--- config.mk ---
export PLATFORM = sky130hd
export DESIGN_NAME = fetch_unit_flat
export DESIGN_NICKNAME = d
export VERILOG_FILES = /design/src/rtl/fetch_unit_if.sv /design/src/rtl/fetch_unit.sv /design/src/flat_wrapper.sv
export SDC_FILE = /design/constraint.sdc
export NUM_CORES = 1
export LEC_CHECK = 0
export BUFFER_PORTS_ARGS = -buffer_cell sky130_fd_sc_hd__buf_2
export CAP_MARGIN = 20
export CORE_MARGIN = 10
export CORE_UTILIZATION = 49
export DETAILED_ROUTE_END_ITERATION = 8
export GPL_TIMING_DRIVEN = 0
export PLACE_DENSITY_LB_ADDON = 0.1
export SYNTH_ARGS = -nofsm -noshare
export SYNTH_HDL_FRONTEND = slang
export SYNTH_SLANG_ARGS = --single-unit
--- constraint.sdc ---
create_clock -name clk -period 2.75 [get_ports clk]
set_clock_uncertainty 0.05 [all_clocks]
set_input_delay 0.1375 -clock clk [delete_from_list [all_inputs] [get_ports clk]]
set_output_delay 0.1375 -clock clk [all_outputs]
set_load 0.02 [all_outputs]
--- src/rtl/fetch_unit_if.sv ---
// Fetch-stage bus: instruction-memory read port plus the decode-side valid/ready port and redirect.
interface fetch_unit_if #(
  parameter int unsigned ADDR_W  = 32,
  parameter int unsigned INSTR_W = 32
);
  logic               imem_req;
  logic [ADDR_W-1:0]  imem_addr;
  logic               imem_rvalid;
  logic [INSTR_W-1:0] imem_rdata;
  logic               f_valid;
  logic               f_ready;
  logic [INSTR_W-1:0] f_instr;
  logic [ADDR_W-1:0]  f_pc;
  logic [ADDR_W-1:0]  f_pc1;
  logic               redirect;
  logic [ADDR_W-1:0]  redirect_pc;

  modport master (
    output imem_req, imem_addr, f_valid, f_instr, f_pc, f_pc1,
    input  imem_rvalid, imem_rdata, f_ready, redirect, redirect_pc
  );

  modport slave (
    input  imem_req, imem_addr, f_valid, f_instr, f_pc, f_pc1,
    output imem_rvalid, imem_rdata, f_ready, redirect, redirect_pc
  );
endinterface

--- src/rtl/fetch_unit.sv ---
// Instruction fetch: owns the PC, keeps one imem read in flight, buffers {pc, instr} in a small FIFO.
module fetch_unit #(
  parameter int unsigned          ADDR_W   = 32,
  parameter int unsigned          INSTR_W  = 32,
  parameter int unsigned          DEPTH    = 2,
  parameter logic [ADDR_W-1:0]    RESET_PC = '0
) (
  input  logic         clk,
  input  logic         rst_n,
  fetch_unit_if.master bus
);

  localparam int unsigned PW = $clog2(DEPTH);
  localparam int unsigned CW = PW + 1;
  localparam logic [CW-1:0] DEPTH_C = CW'(DEPTH);

  typedef enum logic [1:0] {ISSUE, WAIT, HOLD, DISCARD} state_t;

  state_t              state_q, state_d;
  logic [ADDR_W-1:0]   pc_q, pc_d;
  logic [ADDR_W-1:0]   fpc_q    [DEPTH];
  logic [ADDR_W-1:0]   fpc_d    [DEPTH];
  logic [INSTR_W-1:0]  finstr_q [DEPTH];
  logic [INSTR_W-1:0]  finstr_d [DEPTH];
  logic [PW-1:0]       rd_q, rd_d, wr_q, wr_d;
  logic [CW-1:0]       count_q, count_d;
  logic                push, pop;

  always_comb begin
    state_d  = state_q;
    pc_d     = pc_q;
    fpc_d    = fpc_q;
    finstr_d = finstr_q;
    rd_d     = rd_q;
    wr_d     = wr_q;
    count_d  = count_q;
    pop      = (count_q != '0) && bus.f_ready;
    push     = (state_q == WAIT) && bus.imem_rvalid;

    if (bus.redirect) begin
      pc_d    = bus.redirect_pc;
      rd_d    = '0;
      wr_d    = '0;
      count_d = '0;
      // An outstanding request must still be drained, so WAIT without its response parks in DISCARD.
      unique case (state_q)
        WAIT, DISCARD: state_d = bus.imem_rvalid ? ISSUE : DISCARD;
        default:       state_d = ISSUE;
      endcase
    end else begin
      if (pop) begin
        rd_d = rd_q + 1'b1;
      end
      if (push) begin
        fpc_d[wr_q]    = pc_q;
        finstr_d[wr_q] = bus.imem_rdata;
        wr_d           = wr_q + 1'b1;
        pc_d           = pc_q + ADDR_W'(1);
      end
      count_d = count_q + CW'(push) - CW'(pop);

      unique case (state_q)
        ISSUE:   state_d = WAIT;
        WAIT:    if (bus.imem_rvalid) state_d = (count_d < DEPTH_C) ? ISSUE : HOLD;
        HOLD:    if (count_d < DEPTH_C) state_d = ISSUE;
        DISCARD: if (bus.imem_rvalid) state_d = ISSUE;
        default: state_d = ISSUE;
      endcase
    end
  end

  always_ff @(posedge clk or negedge rst_n) begin
    if (!rst_n) begin
      state_q <= ISSUE;
      pc_q    <= RESET_PC;
      rd_q    <= '0;
      wr_q    <= '0;
      count_q <= '0;
      for (int unsigned i = 0; i < DEPTH; i++) begin
        fpc_q[i]    <= '0;
        finstr_q[i] <= '0;
      end
    end else begin
      state_q  <= state_d;
      pc_q     <= pc_d;
      rd_q     <= rd_d;
      wr_q     <= wr_d;
      count_q  <= count_d;
      fpc_q    <= fpc_d;
      finstr_q <= finstr_d;
    end
  end

  // Request is suppressed while reset is held even though state already reads ISSUE.
  assign bus.imem_req  = rst_n && (state_q == ISSUE) && !bus.redirect;
  assign bus.imem_addr = pc_q;
  assign bus.f_valid   = (count_q != '0);
  assign bus.f_instr   = finstr_q[rd_q];
  assign bus.f_pc      = fpc_q[rd_q];
  assign bus.f_pc1     = fpc_q[rd_q] + ADDR_W'(1);

endmodule
--- src/flat_wrapper.sv ---
// flat-port wrapper written by rule: the top's interface ports become plain ports
module fetch_unit_flat 
#(
  parameter int unsigned          ADDR_W   = 32,
  parameter int unsigned          INSTR_W  = 32,
  parameter int unsigned          DEPTH    = 2,
  parameter logic [ADDR_W-1:0]    RESET_PC = '0
)
  (clk, rst_n, bus_imem_req, bus_imem_addr, bus_f_valid, bus_f_instr, bus_f_pc, bus_f_pc1, bus_imem_rvalid, bus_imem_rdata, bus_f_ready, bus_redirect, bus_redirect_pc);
  fetch_unit_if #(.ADDR_W(ADDR_W), .INSTR_W(INSTR_W)) bus_i ();
  input  logic clk;
  input  logic rst_n;
  output wire logic [$bits(bus_i.imem_req)-1:0] bus_imem_req;
  output wire logic [$bits(bus_i.imem_addr)-1:0] bus_imem_addr;
  output wire logic [$bits(bus_i.f_valid)-1:0] bus_f_valid;
  output wire logic [$bits(bus_i.f_instr)-1:0] bus_f_instr;
  output wire logic [$bits(bus_i.f_pc)-1:0] bus_f_pc;
  output wire logic [$bits(bus_i.f_pc1)-1:0] bus_f_pc1;
  input wire logic [$bits(bus_i.imem_rvalid)-1:0] bus_imem_rvalid;
  input wire logic [$bits(bus_i.imem_rdata)-1:0] bus_imem_rdata;
  input wire logic [$bits(bus_i.f_ready)-1:0] bus_f_ready;
  input wire logic [$bits(bus_i.redirect)-1:0] bus_redirect;
  input wire logic [$bits(bus_i.redirect_pc)-1:0] bus_redirect_pc;
  assign bus_imem_req = bus_i.imem_req;
  assign bus_imem_addr = bus_i.imem_addr;
  assign bus_f_valid = bus_i.f_valid;
  assign bus_f_instr = bus_i.f_instr;
  assign bus_f_pc = bus_i.f_pc;
  assign bus_f_pc1 = bus_i.f_pc1;
  assign bus_i.imem_rvalid = bus_imem_rvalid;
  assign bus_i.imem_rdata = bus_imem_rdata;
  assign bus_i.f_ready = bus_f_ready;
  assign bus_i.redirect = bus_redirect;
  assign bus_i.redirect_pc = bus_redirect_pc;
  fetch_unit #(.ADDR_W(ADDR_W), .INSTR_W(INSTR_W), .DEPTH(DEPTH), .RESET_PC(RESET_PC)) u_core (.clk(clk), .rst_n(rst_n), .bus(bus_i));
endmodule
**Yosys cells after proc, flatten, opt, wreduce, memory -nomap -nowiden**

Index checks and enable logic that the tools add are counted.

- Output and inout bits: 130
- Bits of input ports: 69
- Flip-flop bits (word level): 166
- Logic and storage cells: 66

- Add/subtract/negate cells: 6
- Mux-type cells: 25
- Reductions and logical operators: 13
- Bitwise operators: 3
- Order comparisons: 4
- Equality and inequality tests: 6

Operators by type and width:

| kind | count |
|---|---|
| two-way mux 32 bit | 9 |
| bitwise mux 64 bit | 2 |
| adder 32 x 1 -> 32 bit, second input constant | 2 |
| demux 32 bit (select 1 bit) | 1 |
| two-way mux 2 bit | 8 |
| one-hot mux 2 bit (4 select lines) | 1 |
| inequality test 3 bit, second input constant | 2 |
| nonzero test 2 bit | 3 |
| logical AND 1 bit | 5 |
| equality test 2 bit, second input constant | 2 |
| greater-or-equal comparator 2 bit, second input constant | 2 |
| two-way mux 1 bit | 4 |
| inverter 1 -> 2 bit | 2 |
| inequality test 3 x 2 -> 1 bit, second input constant | 1 |
| AND reduction 3 bit | 1 |
| adder 1 bit, second input constant | 2 |
| adder 2 x 1 -> 2 bit | 1 |
| equality test 2 x 1 -> 1 bit, second input constant | 1 |
| logical NOT 2 bit | 1 |
| < comparator 2 x 1 -> 1 bit, second input constant | 1 |
| < comparator 2 bit, second input constant | 1 |
| AND reduction 2 bit | 1 |
| OR reduction 2 bit | 1 |
| subtractor 2 x 1 -> 2 bit | 1 |
| 2 further kinds | 2 |

**Depth between registers and ports, before layout**

- Depth in word-level cells: 9
- Gate-level depth with buffers: 14
- Depth with buffers taken out: 9

**Worst setup path after synthesis**

No wires, ideal clock.

- Path type: register to output
- Start point: reg u_core.rd_q
- End point: out bus_f_pc1[30]
- Data arrival time: 3.136 ns
- Slack: -0.574 ns
- Data required time: 2.562 ns
- Buffers on the path: 6
- Stages on the path, launching flop included: 15
- Cells stage by stage: dfrtp_1 -> buf_6 -> buf_6 -> buf_6 -> buf_2 -> buf_2 -> buf_2 -> mux2i_1 -> inv_1 -> ha_1 -> inv_1 -> a211oi_1 -> nand4_1 -> nor4b_2 -> xor2_1

- Longest elaborated chain between the ends: 5

Ends and longest elaborated chain:

| what | line | source |
|---|---|---|
| start: declaration | fetch_unit.sv:25 | `logic [PW-1:0] rd_q, rd_d, wr_q, wr_d;` |
| start signal: assignment | fetch_unit.sv:86 | `rd_q <= rd_d;` |
| inverter 1 -> 2 bit | -- |  |
| two-way mux 32 bit (3 in a row) | -- |  |
| net bus_f_pc[0] | flat_wrapper.sv:17 | `output wire logic [$bits(bus_i.f_pc)-1:0] bus_f_pc;` |
| adder 32 x 1 -> 32 bit | fetch_unit.sv:100 | `assign bus.f_pc1 = fpc_q[rd_q] + ADDR_W'(1);` |
| end: declaration | flat_wrapper.sv:18 | `output wire logic [$bits(bus_i.f_pc1)-1:0] bus_f_pc1;` |

The timed path passes the listed nets, and every way through them passes these cells. The select of a mux whose other input is x is not followed.

**Worst setup path in the final report**

- Start point: reg u_core.rd_q
- End point: out bus_f_pc1[30]

- Longest elaborated chain between the ends: 5

Ends and longest elaborated chain:

| what | line |
|---|---|
| inverter 1 -> 2 bit (not written as such) | fetch_unit.sv:100 |
| two-way mux 32 bit (not written as such) (3 in a row) | fetch_unit.sv:100 |
| adder 32 x 1 -> 32 bit | fetch_unit.sv:100 |

Every way passes these cells. The select of a mux whose other input is x is not followed.

==> run_results.csv <==
group,metric,value,unit
worst_setup_path,crit_start,"u_core.rd_q$_DFFE_PN0P_",
placed_design,place.gp.congestion,0.858,
floorplan,die_w,152,microns
timing,max_slew_margin,0.455,
layout,final_cells,1266,
floorplan,core_area,17200,sq um
global_route,first_global_vias,7136,
logic_synthesis,synth_area,8530,sq um
route,drt_pass1_iterations,6,
min_path,worstHoldStart,"bus_imem_rvalid",
logic_synthesis,synth_area_per_cell,11.8,sq um
clocking,clock_sinks,166,
worst_setup_path,worstPathArrival,2.86,ns
floorplan,start_util,0.497,
power,leakage,0.00543,uW
route,vias_per_cell,5.29,
placed_design,hpwl,17500,microns
clocking,clock_latency,0.43,ns
global_route,grt_use_met1,0.260,
timing,finalHoldViolations,0,
global_route,top_usage_layer,"met2",
route,wire_per_inst,19.6,microns
status,status,"finished, violations left",
timing,setup_slack,-0.299,ns
logic_synthesis,synth_cell_type_count,53,
clocking,clkTransAtPathRegs,0.07,ns
clocking,cts-buffers-inserted,17,
timing,tightest_slew,0.811,ns
placed_design,place_inst,1149,
global_route,grt.met2_usage,0.344,
route,first_iter_violations,341,
logic_synthesis,yosys_warnings,0,
status,violations,"negative setup slack",
timing,fin_crit,3.05,ns
clocking,cts_max_level,4,
timing,fmax,328,MHz
worst_setup_path,r2r-start,"u_core.state_q[1]$_DFFE_PN0P_",
logic_synthesis,synth_flop_cell,"dfrtp_1",
placed_design,io_buffers,198,
clocking,cts-root-buf,"clkbuf_16",
global_route,grt_overflow,0,
worst_setup_path,regToRegSetupSlack,0.44,ns
clocking,clk_path_buf_depth,2,
route,num_vias,6691,
layout,syn2layout_area_growth,36.6,%
worst_setup_path,path_delay_family,"buffers and inverters",
global_route,grt_pass1_wl,39700,microns
worst_setup_path,path_cells,"buf_8 > buf_12 > buf_12 > buf_16 > mux2i_4 > inv_2 > ha_4 > inv_4 > a211oi_2 > nand4_1 > buf_6 > nor4b_4 > xor2_2 > buf_6",
timing,slew_viol_final,0,
worst_setup_path,critPathMaxFanout,3,
global_route,antenna_found_initial,0,
logic_synthesis,synth_top_area_cell,"dfrtp_1",
logic_synthesis,yosysMostFrequentCell,"mux2_2",
layout,fin_util,0.678,
timing,finalSetupViolCount,15,
floorplan,fp.dieArea,23100,sq um
power,finalPower,12300,uW
logic_synthesis,yosysTopAreaCellShare,0.487,
route,drt_wl_total,24800,microns
timing,rsz0062_at_grt,"yes",
worst_setup_path,crit_buf_inv,8,
logic_synthesis,synth.top_cells.by_count,"mux2_2 (173), dfrtp_1 (166), nand2_1 (83)",
floorplan,ios,199,
power,vdd_drop_max,0.650,mV
clocking,cts_tree,"yes",
flow_run,drv_cap,0,
layout,drive_above_1_share,0.485,
layout,antennaDiodeCount,0,
worst_setup_path,cp-end-kind,"output port",
route,ant_nets,0,
floorplan,num_rows,48,
global_route,grtUsageTotal,0.211,
timing,timing.hold.ws,0.0262,ns
logic_synthesis,seq_area_frac_synth,0.487,
logic_synthesis,yosys-top-cells-area,"dfrtp_1 (49%), mux2_2 (23%), xnor2_1 (4.9%)",
min_path,hp-class,"in2reg",
worst_setup_path,start_kind,"register",
worst_setup_path,cpPeakStageDelay,0.42,ns
logic_synthesis,async_flop_share,1.00,
logic_synthesis,ys_ff_latch,166,
logic_synthesis,synth_edf_count,0,
logic_synthesis,syn_inst,725,
layout,finalNetCount,1101,
route,drc,0,
global_route,use_met3,0.0655,
timing,post-route-period-util,1.11,
power,p_per_area,1060,nW/um^2
timing,finalSetupTns,-2.27,ns
global_route,grt_max_degree,99,
worst_setup_path,critical_path_class,"reg2out",
floorplan,fp.dieH,152,microns
worst_setup_path,required,2.56,ns
logic_synthesis,syn_nets,798,
worst_setup_path,crit_slowest_cell,"dfrtp_1",
==> worst paths after layout <==
check                           cells after the start                                    to
worst max-delay path                               14                         bus_f_pc1[30]
worst min-delay path                                3         u_core.state_q[0]$_DFFE_PN0P_
worst max register to register                      5          u_core.fpc_q[11]$_DFFE_PN0P_
worst min register to register                      2           u_core.fpc_q[7]$_DFFE_PN0P_
max in group asynchronous                           3       u_core.finstr_q[40]$_DFFE_PN0P_
min in group asynchronous                           2  u_core.bus.imem_addr[15]$_DFFE_PN0P_
==> logic make-up (layout without fill, tap and decap cells) <==
group	after synthesis	count (layout)	synth area share
and+or+nand+nor	191	191	0.126
muxes	186	186	0.244
DFF	166	166	0.487
xor gates and xnor gates	63	63	0.0647
AOI/OAI and AO/OA	58	58	0.0396
buffers and inverters	57	373	0.0330
adders and majority gates	4	4	0.00587
==> worst min-delay path, stage by stage <==
cell,delay (ns)
buf_2,0.13
or2b_1,0.12
o31ai_1,0.06
==> timing repair <==
action                                  CTS  global route
hold buffers                             65             0
pin swaps                                15            18
hold endpoints to repair                192             0
resized for setup                        48            37
endpoints found under the setup margin   28            25
buffers inserted                         17             6
==> through the flow <==
stage	setup slack [ns]	cell area, sq um
floorplan	-0.183	8630
global placement	-1.19	9900
detailed placement	-0.591	9940
CTS	-0.365	11500
global route	-0.427	11700
finish	-0.299	11700
==> layout make-up <==
type,instances,area [sq um]
sequential,166,4150
inverter,22,85.1
clock buffer,19,443
multi-input combinational,502,4350
fill,1320,5530
timing repair buffer,286,1950
clock inverter,13,149
tap,225,282
buffer,33,238
==> state kept, by name, indices dropped and copies added (netlist names) <==
signal,count
u_core.finstr_q,64
u_core.rd_q,1
u_core.count_q,2
u_core.wr_q,1
u_core.state_q,2
u_core.bus.imem_addr,32
u_core.fpc_q,64
==> placed cells by master (no fill, tap or decap), types with 5 or more instances in the layout <==
| master | synthesis | final |
|---|---|---|
| nor2_1 | 25 | 19 |
| xor2_2 | 0 | 5 |
| buf_4 | 2 | 29 |
| nand3_1 | 13 | 11 |
| buf_6 | 6 | 17 |
| nor3_2 | 9 | 9 |
| nand4b_1 | 6 | 6 |
| inv_1 | 22 | 20 |
| xnor2_1 | 48 | 42 |
| clkbuf_1 | 14 | 15 |
| xor2_1 | 15 | 10 |
| xnor2_2 | 0 | 5 |
| dfrtp_1 | 166 | 166 |
| dlygate4sd3_1 | 0 | 65 |
| mux2_2 | 173 | 172 |
| buf_2 | 12 | 187 |
| o21ai_0 | 31 | 31 |
| nand2_2 | 0 | 6 |
| o21ai_1 | 7 | 7 |
| nand4_1 | 14 | 14 |
| mux2i_1 | 10 | 8 |
| clkbuf_16 | 0 | 17 |
| nand2_1 | 83 | 74 |
==> report_power, final <==
group	total, uW	switching, uW	internal (uW)
combinational	5810	3150	2670
sequential	4090	696	3400
clock	2400	1020	1370
==> per-layer routing <==
metal	routed length, microns	share of wire
met1	10600	0.43
met2	12100	0.49
met3	1580	0.064
met4	478	0.019
met5	0	0
Power figures use the tool's default switching activity.
